`src/rtl/counter.sv`:
```
// Modulo-M enable-gated counter with combinational carry-out.
// Used as a clock-enable / tick generator for slow timebases.
`timescale 1ns/1ps
module counter #(
  parameter int unsigned M = 10
) (
  input  logic clk,
  input  logic rst_n,
  input  logic en,
  output logic co
);

  localparam int unsigned W = (M > 1) ? $clog2(M) : 1;
  localparam logic [W-1:0] TC = W'(M - 1);

  logic [W-1:0] cnt;
  logic         tc;

  assign tc = (cnt == TC);

  // For M=1 tc is always true, so cnt stays at 0.
  always_ff @(posedge clk or negedge rst_n) begin
    if (!rst_n) begin
      cnt <= '0;
    end else if (en) begin
      cnt <= tc ? '0 : cnt + W'(1);
    end
  end

  assign co = rst_n & en & tc;

endmodule

```
`config.mk`:
```
export PLATFORM = sky130hd
export DESIGN_NAME = counter
export DESIGN_NICKNAME = d
export VERILOG_FILES = /design/src/rtl/counter.sv
export SDC_FILE = /design/constraint.sdc
export NUM_CORES = 1
export LEC_CHECK = 0
export ABC_AREA = 1
export BUFFER_PORTS_ARGS = -buffer_cell sky130_fd_sc_hd__buf_4
export CORE_AREA = 3 3 40 42
export CTS_CLUSTER_DIAMETER = 200
export CTS_CLUSTER_SIZE = 14
export DETAILED_ROUTE_END_ITERATION = 6
export DIE_AREA = 0 0 43 45
export SETUP_SLACK_MARGIN = 0.05
export SKIP_CTS_REPAIR_TIMING = 1
export SYNTH_ARGS = -nofsm -noshare
export SYNTH_HDL_FRONTEND = slang
export SYNTH_SLANG_ARGS = --single-unit
```
`constraint.sdc`:
```
create_clock -name clk -period 2 [get_ports clk]
set_input_delay 0.6 -clock clk [delete_from_list [all_inputs] [get_ports clk]]
set_output_delay 0.6 -clock clk [all_outputs]
set_load 0.005 [all_outputs]
```
After elaboration in Yosys (flattened, before gate mapping)
Cells that the tools add are included.

Output and inout bits: 1. Register bits after elaboration: 4.

Bitwise logic cells: 2. Add/subtract/negate cells: 1. Equal/unequal tests: 1. Muxes and demuxes: 1.

Operators by type and width (number): 4-bit by 1-bit adder with 4-bit output (second input constant) (1); 4-bit == test (second input constant) (1); 4-bit two-way mux (1); 1-bit bitwise AND (2).

Logic depth before layout (Yosys ltp)
Depth after elaboration: 2. Mapped depth: 5. Gate-level depth less buffers: 5.

Worst setup path after synthesis
OpenSTA, ideal clock, no wires.

Path kind: input to output. Start point: input port en. End point: output port co. Path slack: 0.460 ns. Data arrival time: 0.940 ns. Stages: 4. Required time: 1.400 ns. Cells stage by stage: nand2_2 -> nor2_1 -> nand2_1 -> nor2_1.

Longest elaborated chain between the ends: 2.

RTL lines: from (decl) (line 9) `input logic en,`; 1-bit bitwise AND (2 in series) (line 30) `assign co = rst_n & en & tc;`; to (decl) (line 10) `output logic co`.

Every way passes these cells.

Final worst setup path
Ends and elaborated chain as after synthesis.

==> results.yml <==
run_status:
  status: "completed"
global_routing:
  track_usage_pct: 4.35
  grt_pass1_vias: 158
  grt_max_degree: 6
  antenna_found_initial: 0
  overflow: 0
  grt_first_pass_wirelength_um: 565
cells_and_area:
  drive_above_1_share_pct: 27.6
  final_common_cell: "nor2_1"
  top_regs: "cnt (4)"
  stdcell_area_um2: 255
  largest-register: "cnt"
  final_cell_mix: "nor2_1 (6), inv_1 (4), dfrtp_1 (4)"
  nNetsFinal: 34
  largest_register_ffs: 4
  fillCellCount: 145
  syn2layout_area_growth_pct: 33.3
  n_antenna_cell: 0
worst_setup_path:
  worstSetupPathType: "primary input to output pin"
  worstSetupEndpointType: "output pin"
  cpPeakStageDelay_ps: 130
  crit_arrival_ps: 1180
  rrSetupSlack_ps: 1120
  critPathLaunchType: "primary input"
  cp_cell_sequence: "buf_4 -> nand2_2 -> nor2_1 -> nand2_1 -> nor2_1 -> buf_4"
  required_ps: 1400
  slowest_stage: "nor2_1"
  path_buf_inv: 2
  crit_fanout: 3
  cp_top_family: "simple AND/OR/NAND/NOR gates"
drt:
  drtAntennaViolNets: 0
  dr.pass1.iters: 3
  vias: 157
  wire_per_inst_um: 7.59
  vias_per_cell: 3.57
  drt_wl_total_um: 334
  drt_iter0_markers: 1
  drc_errors: 0
cts:
  clock_tree.root_cell: "clkbuf_4"
  clk_pin_slew_ps: 40
  worstSkewPairLatency_ps: 230
  cts_max_level: 1
  ctsLongestPathBuffers: 2
  cts_buffers: 3
  cts_tree: "done"
  clock_sinks: 4
power_and_ir_drop:
  p_sw_share_pct: 33.0
  vdd_drop_max_mv: 0.435
  power_frac_seq_pct: 44.4
  p_int_uw: 215
  power_uw: 321
  switching_power_uw: 106
  powerDensity_nw_per_um2: 1260
  clock_power_share_pct: 30.2
  combinationalPowerShare_pct: 25.4
  power.static_leakage_uw: 0.000132
yosys:
  synthesis.nets: 26
  netlist_area_um2: 191
  synth.top_cell.area_share_pct: 52.3
  yosysSeqAreaShare_pct: 52.3
  synth.area.top_cells: "dfrtp_1 (52%), nor2_1 (12%), inv_1 (7.8%), nor2_4 (5.9%), o21ai_0 (5.2%)"
  synth.avg_cell_area_um2: 8.32
  syn_inst: 23
  ys_warn_count: 0
  synth_seq_cells: 4
  synth.distinct_cells: 10
  synth_area_leader_cell: "dfrtp_1"
placement:
  place_area_um2: 233
  gp_congestion: 0.652
  numPortBuffers: 3
  dpl.hpwl_um: 261
floorplanning:
  initial_core_util_pct: 14.9
  rows: 13
  coreArea_um2: 1280
  die_area_um2: 1940
  dieWidth_um: 43
  boundaryPins: 4
  die-height_um: 45
job:
  max_cap_violations: 0
timing:
  maxSlewHeadroom_pct: 88.3
  rsz0062_at_grt: "false"
  finalSetupViolCount: 0
  skew_ps: 1.30
  hold_slack_ps: 158
  tightest_slew_ps: 173
  slew_viol_final: 0
  min_period_ps: 1780
  hold_viol: 0
  max_freq_mhz: 561
  setup_tns_ps: 0
  finalCritPeriodShare_pct: 89.1
min_path:
  hold_path_class: "primary input to asynchronous set/reset pin"
==> layer usage <==
metal,GRT usage [%],share of wire [%],vias up
met2,6.59,54,2
li1,-,-,83
met3,0,2.7,0
met5,0,0,-
met4,7.23,0,0
met1,4.39,43,72
==> stage by stage <==
stage	instances	util [%]	worst slack (ps)
after global routing	44	19.9	148
final	44	19.9	219
after CTS	44	19.9	214
after floorplan	23	-	460
after detailed placement	41	18.1	217
after global placement	41	18.1	226
==> final cells by class <==
class                   count  area, um^2  area share [%]
flip-flops and latches      4         100            39.2
clock buffers               3        22.5            8.82
inverters                   4        15.0            5.88
multi-input cells          15        76.3            29.9
well taps                  15        18.8            7.35
repair buffers              3        22.5            8.82
==> power groups by stage <==
stage	Sequential [uW]	Combinational (uW)	Clock, uW
global route	151	97.0	106
floorplan	139	61.3	0
global placement	142	77.1	0
finish	143	81.5	97.0
CTS	142	83.2	105
detailed placement	143	82.6	0
==> synth_stat cells (all sizes together) <==
library cell,count
inv,4
o21ai,2
nor2,7
nand2,3
a21oi,1
dfrtp,4
nand3,1
xor2,1
==> kinds of logic (layout without fill, tap and decap cells) <==
group / after synthesis / after routing / share of synthesized area (%)
simple gates: 11 / 11 / 27.5
flops: 4 / 4 / 52.3
buf+inv: 4 / 10 / 7.84
compound gates: 3 / 3 / 7.84
xor+xnor: 1 / 1 / 4.58
==> final timing paths <==
kind,cells past startpoint,startpoint,end
setup reg to reg,4,cnt[0],cnt[1]
hold / removal,1,rst_n,cnt[2]
setup / recovery,6,en,co
max in group asynchronous,1,rst_n,cnt[0]
hold reg to reg,1,cnt[2],cnt[2]
min in group clk,1,cnt[2],cnt[2]
(Power assumes the default switching activity.)
